File: src/rtl/alert_arbiter_pkg.sv
// ---------------------------------------------------------------------------
// clock_pkg : shared types and defaults for the buzzer alert arbiter.
// Rev 1.0
// ---------------------------------------------------------------------------
`default_nettype none

package clock_pkg;

  typedef enum logic [1:0] {
    IDLE   = 2'd0,
    RING   = 2'd1,
    SNOOZE = 2'd2
  } arb_state_e;

  localparam int SRC_TIMER = 0;
  localparam int SRC_ALARM = 1;
  localparam int SRC_CHIME = 2;

  localparam int N_REQ_DEFAULT     = 3;
  localparam int TIMEOUT_S_DEFAULT = 60;
  localparam int SNOOZE_S_DEFAULT  = 300;

endpackage

`default_nettype wire

File: src/rtl/alert_arbiter_if.sv
// ---------------------------------------------------------------------------
// alert_arbiter_if : alert sources / user button <-> buzzer arbiter bundle.
// Rev 1.0
// ---------------------------------------------------------------------------
`default_nettype none

interface alert_arbiter_if
  import clock_pkg::*;
#(
  parameter int N_REQ = N_REQ_DEFAULT
) ();

  logic             tick_1hz;
  logic [N_REQ-1:0] req;
  logic             ack;
  logic             snooze;
  logic             buzzer;
  logic [N_REQ-1:0] active_src;
  logic [N_REQ-1:0] ack_out;
  logic             missed;
  logic [N_REQ-1:0] pending;

  modport master (
    output tick_1hz, req, ack, snooze,
    input  buzzer, active_src, ack_out, missed, pending
  );

  modport slave (
    input  tick_1hz, req, ack, snooze,
    output buzzer, active_src, ack_out, missed, pending
  );

endinterface

`default_nettype wire

File: src/rtl/alert_arbiter_sec_down_counter.sv
// ---------------------------------------------------------------------------
// sec_down_counter : loadable, tick-enabled seconds counter, holds at 0.
// Rev 1.0
// ---------------------------------------------------------------------------
`default_nettype none

module sec_down_counter #(
  parameter int W = 8
) (
  input  logic         clk,
  input  logic         reset,
  input  logic         load,
  input  logic [W-1:0] load_val,
  input  logic         tick,
  output logic         expire
);

  logic [W-1:0] cnt_q, cnt_d;

  always_comb begin
    cnt_d = cnt_q;
    if (load) begin
      cnt_d = load_val;
    end else if (tick && (cnt_q != '0)) begin
      cnt_d = cnt_q - W'(1);
    end
  end

  // Fires on the tick that takes the count from 1 to 0, so the owner can act that cycle.
  assign expire = tick && !load && (cnt_q == W'(1));

  always_ff @(posedge clk or posedge reset) begin
    if (reset) begin
      cnt_q <= '0;
    end else begin
      cnt_q <= cnt_d;
    end
  end

endmodule

`default_nettype wire

File: src/rtl/alert_arbiter.sv
// ---------------------------------------------------------------------------
// alert_arbiter : shares the buzzer between timer, alarm and chime alerts.
// Optional cadence per source with BUZZ_PATTERN_EN.  Rev 1.0
// ---------------------------------------------------------------------------
`default_nettype none

module alert_arbiter
  import clock_pkg::*;
#(
  parameter int N_REQ     = N_REQ_DEFAULT,
  parameter int TIMEOUT_S = TIMEOUT_S_DEFAULT,
  parameter int SNOOZE_S  = SNOOZE_S_DEFAULT
) (
  input logic            clk,
  input logic            reset,
  alert_arbiter_if.slave bus
);

  localparam int CW = (N_REQ > 1) ? $clog2(N_REQ) : 1;

  arb_state_e       state_q, state_d;
  logic [CW-1:0]    cur_q, cur_d, sel;
  logic [N_REQ-1:0] req_q, req_d;
  logic [N_REQ-1:0] pending_q, pending_d;
  logic [N_REQ-1:0] ack_out_q, ack_out_d;
  logic [N_REQ-1:0] cur_oh;
  logic             missed_q, missed_d;
  logic             higher, to_load, sn_load, to_exp, sn_exp;

  assign cur_oh = N_REQ'(1) << cur_q;

  always_comb begin
    sel    = '0;
    higher = 1'b0;
    for (int i = N_REQ - 1; i >= 0; i--) begin
      if (pending_q[i]) sel = CW'(i);
    end
    for (int i = 0; i < N_REQ; i++) begin
      if (pending_q[i] && (i < int'(cur_q))) higher = 1'b1;
    end
  end

  always_comb begin
    state_d   = state_q;
    cur_d     = cur_q;
    ack_out_d = '0;
    missed_d  = 1'b0;
    to_load   = 1'b0;
    sn_load   = 1'b0;
    req_d     = bus.req;
    case (state_q)
      IDLE: begin
        if (|pending_q) begin
          cur_d   = sel;
          to_load = 1'b1;
          state_d = RING;
        end
      end
      RING: begin
        if (bus.ack) begin
          ack_out_d = cur_oh;
          state_d   = IDLE;
        end else if (bus.snooze) begin
          sn_load = 1'b1;
          state_d = SNOOZE;
        end else if (to_exp) begin
          ack_out_d = cur_oh;
          missed_d  = 1'b1;
          state_d   = IDLE;
        end
      end
      SNOOZE: begin
        // A more urgent source breaks the snooze; the snoozed one stays pending.
        if (bus.ack) begin
          ack_out_d = cur_oh;
          state_d   = IDLE;
        end else if (higher) begin
          state_d = IDLE;
        end else if (sn_exp) begin
          to_load = 1'b1;
          state_d = RING;
        end
      end
      default: state_d = IDLE;
    endcase
    pending_d = (pending_q | (bus.req & ~req_q)) & ~ack_out_d;
  end

  sec_down_counter #(.W(8)) u_timeout (
    .clk      (clk),
    .reset    (reset),
    .load     (to_load),
    .load_val (8'(TIMEOUT_S)),
    .tick     (bus.tick_1hz && (state_q == RING)),
    .expire   (to_exp)
  );

  sec_down_counter #(.W(10)) u_snooze (
    .clk      (clk),
    .reset    (reset),
    .load     (sn_load),
    .load_val (10'(SNOOZE_S)),
    .tick     (bus.tick_1hz && (state_q == SNOOZE)),
    .expire   (sn_exp)
  );

  always_ff @(posedge clk or posedge reset) begin
    if (reset) begin
      state_q   <= IDLE;
      cur_q     <= '0;
      req_q     <= '0;
      pending_q <= '0;
      ack_out_q <= '0;
      missed_q  <= 1'b0;
    end else begin
      state_q   <= state_d;
      cur_q     <= cur_d;
      req_q     <= req_d;
      pending_q <= pending_d;
      ack_out_q <= ack_out_d;
      missed_q  <= missed_d;
    end
  end

`ifdef BUZZ_PATTERN_EN
  logic pat_q, pat_d;

  always_comb begin
    pat_d = pat_q;
    if (to_load) begin
      pat_d = 1'b1;
    end else if ((state_q == RING) && bus.tick_1hz) begin
      if (cur_q == CW'(SRC_TIMER)) begin
        pat_d = ~pat_q;
      end else if (cur_q == CW'(SRC_CHIME)) begin
        pat_d = 1'b0;
      end
    end
  end

  always_ff @(posedge clk or posedge reset) begin
    if (reset) begin
      pat_q <= 1'b0;
    end else begin
      pat_q <= pat_d;
    end
  end

  assign bus.buzzer = (state_q == RING) && pat_q;
`else
  assign bus.buzzer = (state_q == RING);
`endif

  assign bus.active_src = (state_q != IDLE) ? cur_oh : '0;
  assign bus.ack_out    = ack_out_q;
  assign bus.missed     = missed_q;
  assign bus.pending    = pending_q;

endmodule

`default_nettype wire

File: src/flat_wrapper.sv
// flat-port wrapper written by rule: the top's interface ports become plain ports
module alert_arbiter_flat import clock_pkg::*;
#(
  parameter int N_REQ     = N_REQ_DEFAULT,
  parameter int TIMEOUT_S = TIMEOUT_S_DEFAULT,
  parameter int SNOOZE_S  = SNOOZE_S_DEFAULT
)
  (clk, reset, bus_tick_1hz, bus_req, bus_ack, bus_snooze, bus_buzzer, bus_active_src, bus_ack_out, bus_missed, bus_pending);
  alert_arbiter_if #(.N_REQ(N_REQ)) bus_i ();
  input logic clk;
  input logic reset;
  input wire logic [$bits(bus_i.tick_1hz)-1:0] bus_tick_1hz;
  input wire logic [$bits(bus_i.req)-1:0] bus_req;
  input wire logic [$bits(bus_i.ack)-1:0] bus_ack;
  input wire logic [$bits(bus_i.snooze)-1:0] bus_snooze;
  output wire logic [$bits(bus_i.buzzer)-1:0] bus_buzzer;
  output wire logic [$bits(bus_i.active_src)-1:0] bus_active_src;
  output wire logic [$bits(bus_i.ack_out)-1:0] bus_ack_out;
  output wire logic [$bits(bus_i.missed)-1:0] bus_missed;
  output wire logic [$bits(bus_i.pending)-1:0] bus_pending;
  assign bus_i.tick_1hz = bus_tick_1hz;
  assign bus_i.req = bus_req;
  assign bus_i.ack = bus_ack;
  assign bus_i.snooze = bus_snooze;
  assign bus_buzzer = bus_i.buzzer;
  assign bus_active_src = bus_i.active_src;
  assign bus_ack_out = bus_i.ack_out;
  assign bus_missed = bus_i.missed;
  assign bus_pending = bus_i.pending;
  alert_arbiter #(.N_REQ(N_REQ), .TIMEOUT_S(TIMEOUT_S), .SNOOZE_S(SNOOZE_S)) u_core (.clk(clk), .reset(reset), .bus(bus_i));
endmodule
File: config.mk
export PLATFORM = sky130hd
export DESIGN_NAME = alert_arbiter_flat
export DESIGN_NICKNAME = d
export VERILOG_FILES = /design/src/rtl/alert_arbiter_pkg.sv /design/src/rtl/alert_arbiter_if.sv /design/src/rtl/alert_arbiter_sec_down_counter.sv /design/src/rtl/alert_arbiter.sv /design/src/flat_wrapper.sv
export SDC_FILE = /design/constraint.sdc
export NUM_CORES = 1
export LEC_CHECK = 0
export BUFFER_PORTS_ARGS = -buffer_cell sky130_fd_sc_hd__buf_2
export CAP_MARGIN = 15
export CELL_PAD_IN_SITES_DETAIL_PLACEMENT = 0
export CELL_PAD_IN_SITES_GLOBAL_PLACEMENT = 1
export CORE_MARGIN = 5
export CORE_UTILIZATION = 44
export DETAILED_ROUTE_END_ITERATION = 7
export PLACE_DENSITY_LB_ADDON = 0.2
export SYNTH_ARGS = -nofsm -noshare
export SYNTH_HDL_FRONTEND = slang
export SYNTH_SLANG_ARGS = --single-unit
File: constraint.sdc
create_clock -name clk -period 6.1 [get_ports clk]
set_clock_uncertainty 0.05 [all_clocks]
set_input_delay 0 -clock clk [delete_from_list [all_inputs] [get_ports clk]]
set_output_delay 0 -clock clk [all_outputs]
set_load 0.05 [all_outputs]
; Yosys cells after proc, flatten, opt, wreduce, memory -nomap -nowiden
; Index checks and enable logic that the tools add are counted.
[totals]
input_bits = 8
output_inout_bits = 11
romBits = 0
n_memories = 0
ff_bits = 32
ram_bits = 0
elab_cells = 84
latchBits = 0
[op_classes]
shifts = 1
addsub = 2
eq_ne = 7
reduce_logical = 22
multipliers = 0
n_bitwise = 5
muxes = 36
magnitude_cmp = 3
div = 0
[op_table]
columns = operator, n
row1 = 10-bit 2-to-1 mux, 2
row2 = 2-bit 2-to-1 mux, 10
row3 = 8-bit 2-to-1 mux, 2
row4 = 3-bit 2-to-1 mux, 5
row5 = 1-bit 2-to-1 mux, 14
row6 = 1-bit logical AND, 11
row7 = "10-bit by 1-bit == test with 1-bit output, second input constant", 1
row8 = 10-bit nonzero test, 1
row9 = "10-bit by 1-bit subtractor with 10-bit output, second input constant", 1
row10 = "8-bit by 1-bit == test with 1-bit output, second input constant", 1
row11 = 8-bit nonzero test, 1
row12 = "8-bit by 1-bit subtractor with 8-bit output, second input constant", 1
row13 = 3-bit bitwise AND, 2
row14 = 3-bit NOT, 2
row15 = 2-bit one-hot mux with 3 select lines, 1
row16 = 3-bit one-hot mux with 2 select lines, 1
row17 = 2-bit nonzero test, 3
row18 = "1-bit by 2-bit < comparator with 1-bit output, first input constant", 2
row19 = "4-bit by 2-bit != test with 1-bit output, second input constant", 1
row20 = "4-bit by 3-bit != test with 1-bit output, second input constant", 1
row21 = 3-bit OR, 1
row22 = 3-bit AND reduction, 1
row23 = 3-bit OR reduction, 1
row24 = "1-bit by 2-bit << shifter with 3-bit output, first input constant", 1
row25 = other kinds (8), 9

; Logic depth before layout (Yosys ltp)
[logic_depth]
ltp_word = 19
ltp_mapped = 7

; Cells and area by module
; Synthesis repeated with hierarchy kept, for this count alone.
[hier_totals]
cells_unflattened = 217
hier_area_um2 = 1950.6
[by_module_without_submodules]
columns = module, cells_each, area_each_um2, instances
row1 = alert_arbiter, 74, 689.4, 1
row2 = sec_down_counter at u_core.u_snooze, 80, 683.2, 1
row3 = sec_down_counter at u_core.u_timeout, 63, 578.1, 1

; Worst setup path after synthesis
; OpenSTA, ideal clock, no wires.
[synth_path]
path_type = register to register
startpoint = reg u_core.state_q[1]
endpoint = reg u_core.u_timeout.cnt_q[7]
arrival_ps = 2161
t_required_ps = 5920
stages_incl_launch_ff = 8
setup_slack_ps = 3759
setup_time_ps = 130
path_cell_list = dfrtp_1 -> inv_1 -> ha_1 -> and4bb_2 -> o2111ai_1 -> or4_1 -> xor2_1 -> nor2_1
[synth_via]
elab_chain_cells = 10
elab_cells_between_ends = 16
classes_between = 2 x eq/ne / 6 x mux / 8 x reduce/logical
[synth_rtl]
columns = element, line_no
row1 = "start, declared", alert_arbiter.sv:21  ; arb_state_e state_q, state_d;
row2 = "start signal, assigned", alert_arbiter.sv:116  ; state_q <= state_d;
row3 = 2-bit by 1-bit == test with 1-bit output *, --
row4 = named net bus_buzzer, flat_wrapper.sv:16  ; output wire logic [$bits(bus_i.buzzer)-1:0] bus_buzzer;
row5 = 1-bit 2-to-1 mux, alert_arbiter.sv:51  ; case (state_q)
row6 = 1-bit logical NOT, alert_arbiter_sec_down_counter.sv:30  ; assign expire = tick && !load && (cnt_q == W'(1));
row7 = 1-bit logical AND (2 in a row), alert_arbiter_sec_down_counter.sv:30
row8 = 1-bit 2-to-1 mux, alert_arbiter.sv:79  ; end else if (sn_exp) begin
row9 = 1-bit 2-to-1 mux, alert_arbiter.sv:77  ; end else if (higher) begin
row10 = 1-bit 2-to-1 mux, alert_arbiter.sv:74  ; if (bus.ack) begin
row11 = 1-bit one-hot mux with 2 select lines, alert_arbiter.sv:51
row12 = 8-bit 2-to-1 mux / 2-bit nonzero test (equally long branches), --
row13 = "end signal, assigned", alert_arbiter_sec_down_counter.sv:36  ; cnt_q <= cnt_d;
row14 = "end, declared", alert_arbiter_sec_down_counter.sv:18  ; logic [W-1:0] cnt_q, cnt_d;
; Mark *: on every way through the listed nets, which the timed path passes. The rest lies on a longest branch.
; A chain may end at the register's enable or synchronous reset.

; Worst setup path in the final report
[layout_path]
startpoint = reg u_core.state_q[1]
endpoint = reg u_core.pending_q[2] (netlist: u_core.bus.pending[2])
[layout_via]
elab_chain_cells = 18
elab_cells_between_ends = 22
classes_between = 2 x eq/ne / 9 x mux / 2 x bitwise / 9 x reduce/logical
[layout_rtl]
columns = element, line_no
row1 = 2-bit by 1-bit == test with 1-bit output, "alert_arbiter.sv:51, alert_arbiter.sv:94"
row2 = 1-bit 2-to-1 mux, alert_arbiter.sv:51
row3 = 1-bit logical NOT, alert_arbiter_sec_down_counter.sv:30
row4 = 1-bit logical AND (2 in a row), alert_arbiter_sec_down_counter.sv:30
row5 = 1-bit 2-to-1 mux, alert_arbiter.sv:79
row6 = 1-bit 2-to-1 mux, alert_arbiter.sv:77
row7 = 1-bit 2-to-1 mux, alert_arbiter.sv:74
row8 = 1-bit one-hot mux with 2 select lines, alert_arbiter.sv:51
row9 = 1-bit logical NOT, alert_arbiter_sec_down_counter.sv:30
row10 = 1-bit logical AND (2 in a row), alert_arbiter_sec_down_counter.sv:30
row11 = 3-bit 2-to-1 mux, alert_arbiter.sv:66  ; end else if (to_exp) begin
row12 = 3-bit 2-to-1 mux, alert_arbiter.sv:63  ; end else if (bus.snooze) begin
row13 = 3-bit 2-to-1 mux, alert_arbiter.sv:60  ; if (bus.ack) begin
row14 = 3-bit one-hot mux with 2 select lines *, alert_arbiter.sv:51
row15 = 3-bit NOT *, alert_arbiter.sv:86  ; pending_d = (pending_q | (bus.req & ~req_q)) & ~ack_out_d;
row16 = 3-bit bitwise AND *, alert_arbiter.sv:86
row17 = named net u_core.pending_d[2], alert_arbiter.sv:24  ; logic [N_REQ-1:0] pending_q, pending_d;
row18 = "end signal, assigned", alert_arbiter.sv:119  ; pending_q <= pending_d;
row19 = "end, declared", alert_arbiter.sv:24
; Marks and branches as above.

==> out/metrics.yaml <==
finish:
  syn2layout_area_growth_pct: 15.12
  antenna_cells: 0
  nFillCells: 361
  drive_gt1_frac: 0.1897
  fin_util: 0.5344
  layout.nets: 212
drt:
  routed_wl_microns: 3499
  drc: 0
  num_vias: 1330
  wire_per_inst_microns: 14.40
  drtIter0Drc: 65
  ant_nets: 0
  firstDrtPassIters: 4
  routed_via_density: 5.473
sta:
  setup_viol: 0
  tns_ns: 0
  fmax_mhz: 449.2
  rsz0062_at_grt: "false"
  tightest_slew_ns: 0.5263
  relSlewSlack: 0.6459
  finalWorstSetupSlack_ns: 3.874
  drv_slew: 0
  min_period_ns: 2.226
  final_hold_viol_count: 0
  post-route-period-util: 0.3650
clock_network:
  clkSinkCount: 32
  cts_made_buffers: 5
  cts_buffer_depth: 2
  path_clk_slew_ns: 0.06
  worstSkewPairLatency_ns: 0.27
  cts_tree: "done"
  htreeDepth: 2
  post_cts_buffers: 0
  cts-root-buf: "clkbuf_8"
power:
  p_leak_nw: 0.8285
  power_density_nw_per_um2: 391.1
  ir_drop_v: 0.0002196
placed_design:
  portBuffers: 18
  gp_congestion: 0.8115
  place_ws_ns: 3.900
  place_hpwl_microns: 2567
yosys:
  netlist_area_sq_um: 1738
  syn_nets: 185
  ys_ff_latch: 32
  yosys-top-cells-area: "dfrtp_1 46%, ha_1 6.5%, nor2_1 3.9%, xnor2_1 2.5%, inv_1 2.4%"
  ys_types: 48
  synthArstFlopShare: 1.000
  syn_area_per_cell_sq_um: 10.34
  syn-instance-count: 168
  seq_area_frac_synth: 0.4608
  synth_warnings: 0
  synthFlopType: "dfrtp_1"
  synth_top_area_cell: "dfrtp_1"
  synth_top_area_share: 0.4608
  synth_edf_count: 0
outcome:
  status: "completed"
setup_path:
  critPathKind: "register to register"
  critPathLaunchType: "register"
  worstRegToRegCells: 7
  critPathMaxFanout: 10
  cp_data_required_time_ns: 6.22
  timing.rr.start: "u_core.state_q[1]"
  worstReg2RegEnd: "u_core.bus.pending[2]"
  cp.arrival_ns: 2.34
  endpoint_kind: "register"
  reg2reg_setup_slack_ns: 3.87
floorplan:
  dieArea_sq_um: 5306
  core-area_sq_um: 3744
  io_pins: 19
  rows: 22
  initial_utilization: 0.4642
  die_width_microns: 72.85
  chipHeight_microns: 72.85
global_routing:
  busiest_layer: "met2"
  grt_use_met1: 0.2131
  grt_overflow: 0
  grt_pass1_vias: 1266
  use_met2: 0.2144
  antenna_found_initial: 0
  grt_util_met3: 0.03857
  grt_pass1_wl_microns: 6078
  grt_use_total: 0.1478
  grt_start_max_net_pins: 33
hold_path:
  min_from: "bus_snooze"
  holdPathEnd: "u_core.bus.missed"
  hp-class: "input port to register"
  hold_depth: 3
run:
  max_cap_violations: 0
==> state kept, by name, indices dropped and copies added (netlist names) <==
signal	flops
u_core.u_snooze.cnt_q	10
u_core.cur_q	2
u_core.bus.missed	1
u_core.req_q	3
u_core.state_q	2
u_core.bus.ack_out	3
u_core.u_timeout.cnt_q	8
u_core.bus.pending	3
==> cell usage in the layout, fill, tap and decap left out, types with 3 or more instances in the layout <==
| master | Yosys | final |
|---|---|---|
| dfrtp_1 | 32 | 32 |
| nor2b_1 | 3 | 3 |
| nand3b_1 | 4 | 4 |
| nor2_1 | 18 | 18 |
| dlygate4sd3_1 | 0 | 4 |
| ha_1 | 9 | 9 |
| o21ai_0 | 7 | 7 |
| xor2_1 | 4 | 4 |
| a21oi_1 | 5 | 5 |
| xnor2_1 | 5 | 5 |
| clkbuf_8 | 0 | 5 |
| buf_2 | 1 | 18 |
| o22a_1 | 3 | 3 |
| nand2_1 | 10 | 10 |
| nand2b_1 | 3 | 3 |
| inv_1 | 11 | 11 |
| nor3_1 | 7 | 7 |
| or4_1 | 3 | 3 |
==> metal layers <==
layer / vias to the layer above / part of all wire
met5: - / 0
met4: 0 / 0.0097
met3: 4 / 0.036
met2: 16 / 0.45
met1: 650 / 0.51
li1: 660 / -
==> per-stage QoR <==
step / instance area [sq um] / instances / hold slack [ns] / total power, mW
final: 2001 / 243 / 0.02502 / 0.7826
after global routing: 2001 / 243 / 0.04396 / 0.8424
after CTS: 2001 / 243 / 0.007497 / 0.7886
after detailed placement: 1883 / 232 / 0.05850 / 0.6348
after global placement: 1883 / 232 / 0.04887 / 0.6276
after floorplan: 1738 / 168 / -0.01857 / 0.5542
==> worst max-delay path: stages (launching register included) <==
cell and delay [ns]:
dfrtp_1 0.42, inv_1 0.09, ha_1 0.33, nand3b_1 0.25, nand4_1 0.22, o22ai_4 0.15
o31a_4 0.39, o22a_1 0.21
==> power by group <==
group | leakage, nW | switching (mW) | internal [mW]
Combinational | 0.409 | 0.224 | 0.109
Sequential | 0.379 | 0.0475 | 0.253
Clock | 0.0410 | 0.0713 | 0.0774
==> cell usage after synthesis (all sizes together) (3+ instances only) <==
cell	number
a21oi	5
a31oi	3
dfrtp	32
ha	9
inv	11
nand2	10
nand2b	3
nand3b	4
nor2	18
nor2b	3
nor3	7
nor4	4
o21ai	7
o22a	3
or3b	3
or4	3
xnor2	5
xor2	4
==> layout make-up <==
cell class | count | area (sq um) | share of cell area
Clock buffer | 6 | 72.57 | 0.03627
Clock inverter | 1 | 5.005 | 0.002502
Inverter | 11 | 41.29 | 0.02064
Multi-Input combinational cell | 122 | 883.3 | 0.4415
Sequential cell | 32 | 800.8 | 0.4002
Tap cell | 48 | 60.06 | 0.03002
Timing Repair Buffer | 23 | 137.6 | 0.06879
==> cell families after synthesis <==
kind of cell,share of synthesized area
XOR/XNOR,0.04535
AND/OR/NAND/NOR,0.2289
AO/OA/AOI/OAI,0.1692
adder cells (fa/ha/maj),0.06480
flip-flops,0.4608
buffers and inverters,0.03095
==> worst max path at each step <==
stage | depth (start not counted) | startpoint | slack, ns | end
after CTS | 7 | u_core.state_q[1] | 3.90 | u_core.bus.pending[2]
after detailed placement | 7 | u_core.state_q[1] | 3.90 | u_core.bus.pending[2]
after global routing | 7 | u_core.state_q[1] | 3.74 | u_core.bus.pending[2]
after global placement | 7 | u_core.state_q[1] | 4.02 | u_core.bus.pending[2]
after floorplan | 7 | u_core.state_q[1] | 3.76 | u_core.u_timeout.cnt_q[7]
final | 7 | u_core.state_q[1] | 3.87 | u_core.bus.pending[2]
==> timing repair <==
action / 4_1_cts / 5_1_grt
resized for setup: 0 / 0
hold buffers: 4 / 0
endpoints found under the hold margin: 35 / 0
setup endpoints to repair: 0 / 0
Note: power is estimated with default switching activity, not from simulation.
